`config.mk`:
```
export PLATFORM = sky130hd
export DESIGN_NAME = conway_window_feeder
export DESIGN_NICKNAME = d
export VERILOG_FILES = /design/src/rtl/conway_window_feeder.sv
export SDC_FILE = /design/constraint.sdc
export NUM_CORES = 1
export LEC_CHECK = 0
export BUFFER_PORTS_ARGS = -buffer_cell sky130_fd_sc_hd__buf_2
export CORE_UTILIZATION = 41
export CTS_BUF_LIST = sky130_fd_sc_hd__clkbuf_8 sky130_fd_sc_hd__clkbuf_16
export DETAILED_ROUTE_END_ITERATION = 12
export GPL_ROUTABILITY_DRIVEN = 1
export PLACE_DENSITY = 0.62
export RECOVER_POWER = 100
export SLEW_MARGIN = 20
export SYNTH_ARGS = -nofsm -noshare
export SYNTH_HDL_FRONTEND = slang
export SYNTH_SLANG_ARGS = --single-unit
```
`constraint.sdc`:
```
create_clock -name clk -period 5.65 [get_ports clk]
set_input_delay 0.565 -clock clk [delete_from_list [all_inputs] [get_ports clk]]
set_output_delay 0.565 -clock clk [all_outputs]
set_load 0.05 [all_outputs]
```
`src/rtl/conway_window_feeder.sv`:
```
`default_nettype none
// ============================================================================
// Module      : conway_window_feeder
// Description : Producer side of the Conway row-window interface. Walks a
//               ROWS x WORDS_PER_ROW grid of WORD_LEN-bit words held in a
//               single-port read memory, in raster order. For each word it
//               builds the three halo-padded (WORD_LEN+2)-bit row slices
//               (top/middle/bottom) and offers them over valid/ready.
//               Cells outside the grid read as dead; the grid is not toroidal.
// Ports       : clk, reset_n          clock / asynchronous active-low reset
//               start, busy           frame start (sampled in IDLE) / frame busy
//               rd_en, rd_addr        memory read strobe / word address
//               rd_data               read data, one cycle after rd_en
//               win_valid, win_ready  window handshake
//               top_row, middle_row,
//               bottom_row            halo-padded slices of rows r-1, r, r+1
//               win_row, win_col      grid position of the current window
//               frame_done            one-cycle pulse after the last window
// Revision    : 1.0 - initial release
// ============================================================================
module conway_window_feeder #(
    parameter int WORD_LEN      = 20,
    parameter int ROWS          = 8,
    parameter int WORDS_PER_ROW = 4,
    parameter int ADDR_W        = $clog2(ROWS * WORDS_PER_ROW),
    // Derived index widths; leave at their defaults.
    parameter int ROW_W         = (ROWS > 1) ? $clog2(ROWS) : 1,
    parameter int COL_W         = (WORDS_PER_ROW > 1) ? $clog2(WORDS_PER_ROW) : 1
) (
    input  logic                  clk,
    input  logic                  reset_n,
    input  logic                  start,
    output logic                  busy,
    output logic                  rd_en,
    output logic [ADDR_W-1:0]     rd_addr,
    input  logic [WORD_LEN-1:0]   rd_data,
    output logic                  win_valid,
    input  logic                  win_ready,
    output logic [WORD_LEN+1:0]   top_row,
    output logic [WORD_LEN+1:0]   middle_row,
    output logic [WORD_LEN+1:0]   bottom_row,
    output logic [ROW_W-1:0]      win_row,
    output logic [COL_W-1:0]      win_col,
    output logic                  frame_done
);

    typedef enum logic [2:0] {
        S_IDLE  = 3'd0,
        S_PRIME = 3'd1,
        S_FETCH = 3'd2,
        S_EMIT  = 3'd3,
        S_DONE  = 3'd4
    } state_t;

    state_t                r_state;
    state_t                w_state_nxt;

    logic [1:0]            r_phase;      // cycle within a 4-cycle column fetch
    logic [ROW_W-1:0]      r_row;
    logic [COL_W-1:0]      r_col;
    logic                  r_slot_vld;   // a real read was issued last cycle
    logic [WORD_LEN-1:0]   r_f0;         // fetched word for row r-1
    logic [WORD_LEN-1:0]   r_f1;         // fetched word for row r

    // Per window row (0=top,1=middle,2=bottom). Only the MSB of the previous
    // word contributes to the slice, so only that bit is kept.
    logic                  r_prev [3];
    logic [WORD_LEN-1:0]   r_cur  [3];
    logic [WORD_LEN-1:0]   r_next [3];

    logic                  w_fetching;
    logic                  w_slot_ok;
    logic [WORD_LEN-1:0]   w_cap;
    logic [WORD_LEN-1:0]   w_fetched [3];
    logic                  w_accept;
    logic                  w_last_col;
    logic                  w_last_row;
    logic                  w_row_start;
    int                    w_frow;
    int                    w_fcol;

    assign w_fetching = (r_state == S_PRIME) || (r_state == S_FETCH);
    assign w_accept   = (r_state == S_EMIT) && win_ready;
    assign w_last_col = (r_col == COL_W'(WORDS_PER_ROW - 1));
    assign w_last_row = (r_row == ROW_W'(ROWS - 1));
    // The window is cleared whenever a new row begins its PRIME fetch.
    assign w_row_start = ((r_state == S_IDLE) && start) ||
                         (w_accept && w_last_col && !w_last_row);

    // Read slot: phases 0..2 address rows r-1, r, r+1 of the fetch column.
    // PRIME always fetches column 0; FETCH fetches one column ahead of w.
    always_comb begin
        w_fcol    = (r_state == S_PRIME) ? 0 : int'(r_col) + 1;
        w_frow    = int'(r_row) - 1 + int'(r_phase);
        w_slot_ok = w_fetching && (r_phase != 2'd3) &&
                    (w_frow >= 0) && (w_frow < ROWS) &&
                    (w_fcol < WORDS_PER_ROW);
        rd_en     = w_slot_ok;
        rd_addr   = w_slot_ok ? ADDR_W'(w_frow * WORDS_PER_ROW + w_fcol)
                              : {ADDR_W{1'b0}};
    end

    // Data returning for a slot that never issued a read is forced dead.
    assign w_cap = r_slot_vld ? rd_data : {WORD_LEN{1'b0}};

    always_comb begin
        w_fetched[0] = r_f0;
        w_fetched[1] = r_f1;
        w_fetched[2] = w_cap;
    end

    always_ff @(posedge clk or negedge reset_n) begin
        if (!reset_n) begin
            r_state <= S_IDLE;
        end else begin
            r_state <= w_state_nxt;
        end
    end

    always_comb begin
        w_state_nxt = r_state;
        case (r_state)
            S_IDLE:  if (start) w_state_nxt = S_PRIME;
            S_PRIME: if (r_phase == 2'd3) w_state_nxt = S_FETCH;
            S_FETCH: if (r_phase == 2'd3) w_state_nxt = S_EMIT;
            S_EMIT: begin
                if (win_ready) begin
                    if (!w_last_col)      w_state_nxt = S_FETCH;
                    else if (!w_last_row) w_state_nxt = S_PRIME;
                    else                  w_state_nxt = S_DONE;
                end
            end
            S_DONE:  w_state_nxt = S_IDLE;
            default: w_state_nxt = S_IDLE;
        endcase
    end

    always_ff @(posedge clk or negedge reset_n) begin
        if (!reset_n) begin
            r_phase    <= 2'd0;
            r_row      <= {ROW_W{1'b0}};
            r_col      <= {COL_W{1'b0}};
            r_slot_vld <= 1'b0;
            r_f0       <= {WORD_LEN{1'b0}};
            r_f1       <= {WORD_LEN{1'b0}};
            for (int k = 0; k < 3; k++) begin
                r_prev[k] <= 1'b0;
                r_cur[k]  <= {WORD_LEN{1'b0}};
                r_next[k] <= {WORD_LEN{1'b0}};
            end
        end else begin
            r_slot_vld <= w_slot_ok;
            r_phase    <= w_fetching ? r_phase + 2'd1 : 2'd0;

            if (w_fetching) begin
                case (r_phase)
                    2'd1: r_f0 <= w_cap;
                    2'd2: r_f1 <= w_cap;
                    2'd3: begin
                        for (int k = 0; k < 3; k++) begin
                            r_prev[k] <= r_cur[k][WORD_LEN-1];
                            r_cur[k]  <= r_next[k];
                            r_next[k] <= w_fetched[k];
                        end
                    end
                    default: ;
                endcase
            end

            if (w_row_start) begin
                for (int k = 0; k < 3; k++) begin
                    r_prev[k] <= 1'b0;
                    r_cur[k]  <= {WORD_LEN{1'b0}};
                    r_next[k] <= {WORD_LEN{1'b0}};
                end
            end

            if ((r_state == S_IDLE) && start) begin
                r_row <= {ROW_W{1'b0}};
                r_col <= {COL_W{1'b0}};
            end

            if (w_accept) begin
                if (!w_last_col) begin
                    r_col <= r_col + COL_W'(1);
                end else begin
                    r_col <= {COL_W{1'b0}};
                    if (!w_last_row) r_row <= r_row + ROW_W'(1);
                end
            end
        end
    end

    assign busy       = (r_state == S_PRIME) || (r_state == S_FETCH) ||
                        (r_state == S_EMIT);
    assign win_valid  = (r_state == S_EMIT);
    assign frame_done = (r_state == S_DONE);
    assign win_row    = r_row;
    assign win_col    = r_col;
    assign top_row    = {r_next[0][0], r_cur[0], r_prev[0]};
    assign middle_row = {r_next[1][0], r_cur[1], r_prev[1]};
    assign bottom_row = {r_next[2][0], r_cur[2], r_prev[2]};

endmodule
`default_nettype wire

```
Yosys cells after proc, flatten, opt, wreduce, memory -nomap -nowiden --
Cells that the tools add are included.
Word-level totals: output and inout bits 80, word-level logic and storage cells 87, input port bits 24, bits in registers 174
Operators by class: muxes and demuxes 27, order comparisons 3, add/subtract/negate cells 7, equal/unequal tests 14, reduce and logical (&&, ||, !) cells 20
Operator list (number):
- $mux 60 | 6
- $mux 3 | 14
- $mux 20 | 1
- $pmux 3 s4 | 1
- $logic_and 1x1->1 | 8
- $mux 2 | 4
- $eq 2x2->1 const B | 3
- $eq 3x2->1 const B | 2
- $eq 3x3->1 const B | 2
- $ne 2x1->1 const B | 3
- $reduce_and 2->1 | 3
- $reduce_bool 2->1 | 3
- $add 4x3->5 | 1
- $add 5x4->5 | 1
- $ge 5x1->1 const B | 1
- $lt 5x5->1 const B | 1
- $mux 5 | 1
- $add 2x1->2 const B | 2
- $ne 2x2->1 const B | 2
- $reduce_and 4->1 | 1
- $sub 3x1->4 const B | 1
- $add 2x1->3 const B | 1
- $add 3x1->3 const B | 1
- $eq 3x1->1 const B | 1
- other kinds (5) | 7

Longest topological paths before layout --
depth after elaboration 7, depth in mapped cells 9, mapped depth without buffers 8

Least setup slack after synthesis --
Ideal clock, no wire load.
path kind register to output, start point reg r_row[0], in the netlist win_row[0], end point out rd_addr[0], arrival 3495 ps, required time 5085 ps, path buffers 0, setup slack 1590 ps, stages on the path, launching flop included 9, cell sequence dfrtp_1 -> inv_1 -> ha_1 -> inv_1 -> ha_1 -> a21o_1 -> a21oi_1 -> o211a_1 -> nor3b_1
On the way: word-level cells in the longest chain between the ends 7, elaborated cells on any way between the ends 8
RTL lines:
- start, declared | line 59 | logic [ROW_W-1:0] r_row;
- start signal, assigned | line 141 | r_row <= {ROW_W{1'b0}};
- start signal, assigned | line 179 | r_row <= {ROW_W{1'b0}};
- start signal, assigned | line 188 | if (!w_last_row) r_row <= r_row + ROW_W'(1);
- $sub 3x1->4 (*) | line 94 | w_frow = int'(r_row) - 1 + int'(r_phase);
- $add 4x3->5 (*) | line 94
- $ge 5x1->1 | line 96 | (w_frow >= 0) && (w_frow < ROWS) &&
- $logic_and 1x1->1 | line 95 | w_slot_ok = w_fetching && (r_phase != 2'd3) &&
- $logic_and 1x1->1 (*) (2 in a row) | line 96
- named net rd_en | line 34 | output logic rd_en,
- $mux 5 (*) | line 99 | rd_addr = w_slot_ok ? ADDR_W'(w_frow * WORDS_PER_ROW + w_fcol)
- end, declared | line 35 | output logic [ADDR_W-1:0] rd_addr,
Mark *: on every way through the listed nets, which the timed path passes. The rest lies on a longest branch.

Worst setup path in the final report --
start point reg r_state[0], end point reg r_next[9] in the netlist's numbering
On the way: word-level cells in the longest chain between the ends 7, elaborated cells on any way between the ends 14
RTL lines:
- start, declared | line 55 | state_t r_state;
- start signal, assigned | line 116 | r_state <= w_state_nxt;
- $eq 3x2->1 | line 83 | assign w_accept = (r_state == S_EMIT) && win_ready;
- $logic_and 1x1->1 | line 83
- $logic_and 1x1->1 (2 in a row) | line 88 | (w_accept && w_last_col && !w_last_row);
- $logic_or 1x1->1 | line 87 | assign w_row_start = ((r_state == S_IDLE) && start) ||
- $reduce_bool 2->1 (no line)
- $reduce_and 2->1 (no line)
- end signal, assigned by index | line 149 | r_next[k] <= {WORD_LEN{1'b0}};
- end signal, assigned by index | line 163 | r_next[k] <= w_fetched[k];
- end signal, assigned by index | line 174 | r_next[k] <= {WORD_LEN{1'b0}};
- end, declared | line 69 | logic [WORD_LEN-1:0] r_next [3];
Parallel ways exist; a longest one is shown, timed or not. A chain may end at the register's enable or synchronous reset.

==> results.toml <==
[clocking]
cts_tree = "done"
cts_root_buf = "clkbuf_16"
cts_inserted_buffers = 17
clk_pin_slew_ps = 60
clockBufferDepth = 2
clock_latency_ps = 430
cts-resized-gates = 0
cts_hold_buffers = 0
cts_setup_buffers = 0
cts.sinks = 174
htree_levels = 4

[worst_setup_path]
crit_family = "buffers and inverters"
criticalPathCategory = "reg -> reg"
cp_max_fo = 79
worstPathRequired_ps = 5980
crit_chain = "xor2_1 > and3b_4 > clkbuf_1 > nand3_1 > a21oi_1"
critPathLaunchType = "flip-flop"
critical_path_arrival_ps = 4290
slowest_delay_ps = 1450
worst-path-buf-inv = 1
endpoint_kind = "flip-flop"
critPathSlowestCell = "clkbuf_1"

[floorplanning]
design.die.area_um2 = 18700
coreArea_um2 = 17500
die_h_um = 137
start_util_pct = 42.6
num_rows = 48
dieWidth_um = 137
pin_count = 104

[synth]
ys_seq_area_share_pct = 58.5
yosysTopAreaCellShare_pct = 58.5
ys_warn_count = 0
yosysTopAreaCell = "dfrtp_1"
yosysMostFrequentCell = "nand2_1"
synth_nets = 816
synthesis.area_um2 = 7440
syn_inst = 780
synthTopCellsByCount = "288 x nand2_1, 174 x dfrtp_1, 96 x a21oi_1"
syn_area_per_cell_um2 = 9.53
async_reset_ff_share_pct = 100
synth_edf_count = 0
ys_types = 38
ys.flop_type = "dfrtp_1"
synth.area.top_cells = "dfrtp_1 59%, nand2_1 15%, a21oi_1 6.5%, a21oi_2 3.4%, o21ai_0 3.0%"
synth-seq-cells = 174

[global_route]
antenna_found_initial = 0
track_usage_pct = 19.3
grt_max_degree = 80
grt_pass1_vias = 5201
grt_pass1_wl_mm = 27.5
overflow = 0

[placed_design]
dp_hpwl_mm = 10.6
io_buffers = 103
placed_area_um2 = 7950
dp_cells = 1058
gp_congestion = 0.741
place_ws_ps = 2670

[timing]
clock_skew_ps = 7.33
fin_setup_tns_ps = 0
setup_viol = 0
hold_viol = 0
final.period_utilization_pct = 70.0
post-route-min-period_ps = 3950
tightest_slew_ps = 3130
slew_violations = 196
slew_headroom_pct = -109
timing.final.ws_setup_ps = 1700
fmax_ghz = 0.253
rsz0062_at_grt = "no"

[layout]
fillers = 1737
area_delta_synth_final_pct = 12.4
final_nets = 888
final_cell_area_um2 = 8360
stdcell_count = 1091
layout-drive-gt1-share_pct = 7.75

[drt]
drtIter0Drc = 407
firstDrtPassIters = 5
vias = 5519
wirelength_mm = 16.8
via_per_inst = 5.06
drc_errors = 0
ant_nets = 0
wl_per_cell_um = 15.4

[pwr]
peakVddDrop_mv = 0.319
leakagePower_nw = 3.71
pwr_density_cell_nw_per_um2 = 579

[status]
violations = "max-capacitance violations, max-slew violations"
status = "complete, but fails checks"

[flow_run]
max-cap-violations = 4

[hold_path]
holdCritPathClass = "in -> reg"
## path summary, 6_finish.rpt
| check | startpoint | to | slack (ps) | depth (start not counted) |
|---|---|---|---|---|
| worst min register to register | r_f0[11]$_DFFE_PN0P_ | r_f0[11]$_DFFE_PN0P_ | 480 | 2 |
| worst max register to register | r_state[0]$_DFFE_PN0P_ | r_next[9]$_DFFE_PN0P_ | 1700 | 5 |
| max in group asynchronous | reset_n | top_row[18]$_DFFE_PN0P_ | 2090 | 2 |
| worst min-delay path | rd_data[19] | r_next[19]$_DFFE_PN0P_ | 400 | 3 |
| worst max-delay path | r_state[0]$_DFFE_PN0P_ | r_next[9]$_DFFE_PN0P_ | 1700 | 5 |
| min in group asynchronous | reset_n | middle_row[13]$_DFFE_PN0P_ | 1160 | 1 |
## routing by layer
metal	wire length [um]	part of all wire, %	vias up	track usage, %
li1	-	-	2700	-
met1	7750	46	2697	26.8
met2	8060	48	108	29.6
met3	815	4.9	14	4.78
met4	168	1.0	0	6.11
met5	0	0	-	0
## sequential cells by signal, summed over array words and instances (netlist names)
signal,cells
bottom_row,22
middle_row,22
r_f0,20
r_f1,20
r_next,57
r_phase,2
r_slot_vld,1
r_state,3
top_row,22
win_col,2
win_row,3
## logic make-up (layout without fill, tap and decap cells)
group	after synthesis	count (layout)	share of synthesized area (%)
AOI/OAI and AO/OA	176	176	13.6
xor gates and xnor gates	4	4	0.724
adders and majority gates	12	12	2.12
buffers and inverters	65	150	5.33
DFF	174	174	58.5
muxes	4	4	0.555
other	0	1	0
and+or+nand+nor	345	345	19.1
## power by group
group / switching [mW] / internal (mW) / total [mW]
clock: 0.483 / 0.803 / 1.29
sequential: 0.267 / 1.66 / 1.93
combinational: 1.24 / 0.372 / 1.62
total: 2.00 / 2.84 / 4.84
## cell usage in the layout, fill, tap and decap left out, types with 2 or more instances in the layout
cell,netlist,final
nand3b_1,3,3
xor2_1,2,3
bufinv_16,0,5
and4_1,2,2
o21ai_0,44,44
buf_4,11,3
ha_1,11,11
o31ai_1,2,2
inv_1,7,10
nor3b_1,2,2
nand3_1,27,27
clkbuf_1,18,85
clkinv_2,0,2
clkinvlp_4,0,2
clkbuf_8,0,2
a21oi_2,29,7
nor2_1,6,6
nor2b_1,3,3
a21oi_1,96,118
and2_1,4,4
buf_2,17,22
dfrtp_1,174,174
nand4_1,1,2
nand2_1,288,288
mux2i_1,3,3
nor3_1,3,3
clkbuf_16,0,17
## worst min-delay path, cell delays in order
cell,delay (ps)
buf_2,110
nand3_1,60
a21oi_1,50
## stage by stage
step	power, mW	util (%)	hold slack [ps]
after CTS	4.99	49.2	106
after floorplan	3.30	-	269
final	4.84	47.8	398
after detailed placement	3.70	45.5	470
after global routing	5.13	47.8	407
after global placement	3.66	45.5	463
## area by class of cell
type                    count  area [um2]  area share, %
flip-flops and latches    174        4350           52.1
multi-input cells         541        2590           31.0
well taps                 225         282           3.37
clock buffers              19         453           5.42
clock inverters            13         195           2.34
repair buffers            111         457           5.46
inverters                   7        26.3          0.314
diodes                      1        2.50         0.0299
Note: power is estimated with default switching activity, not from simulation.
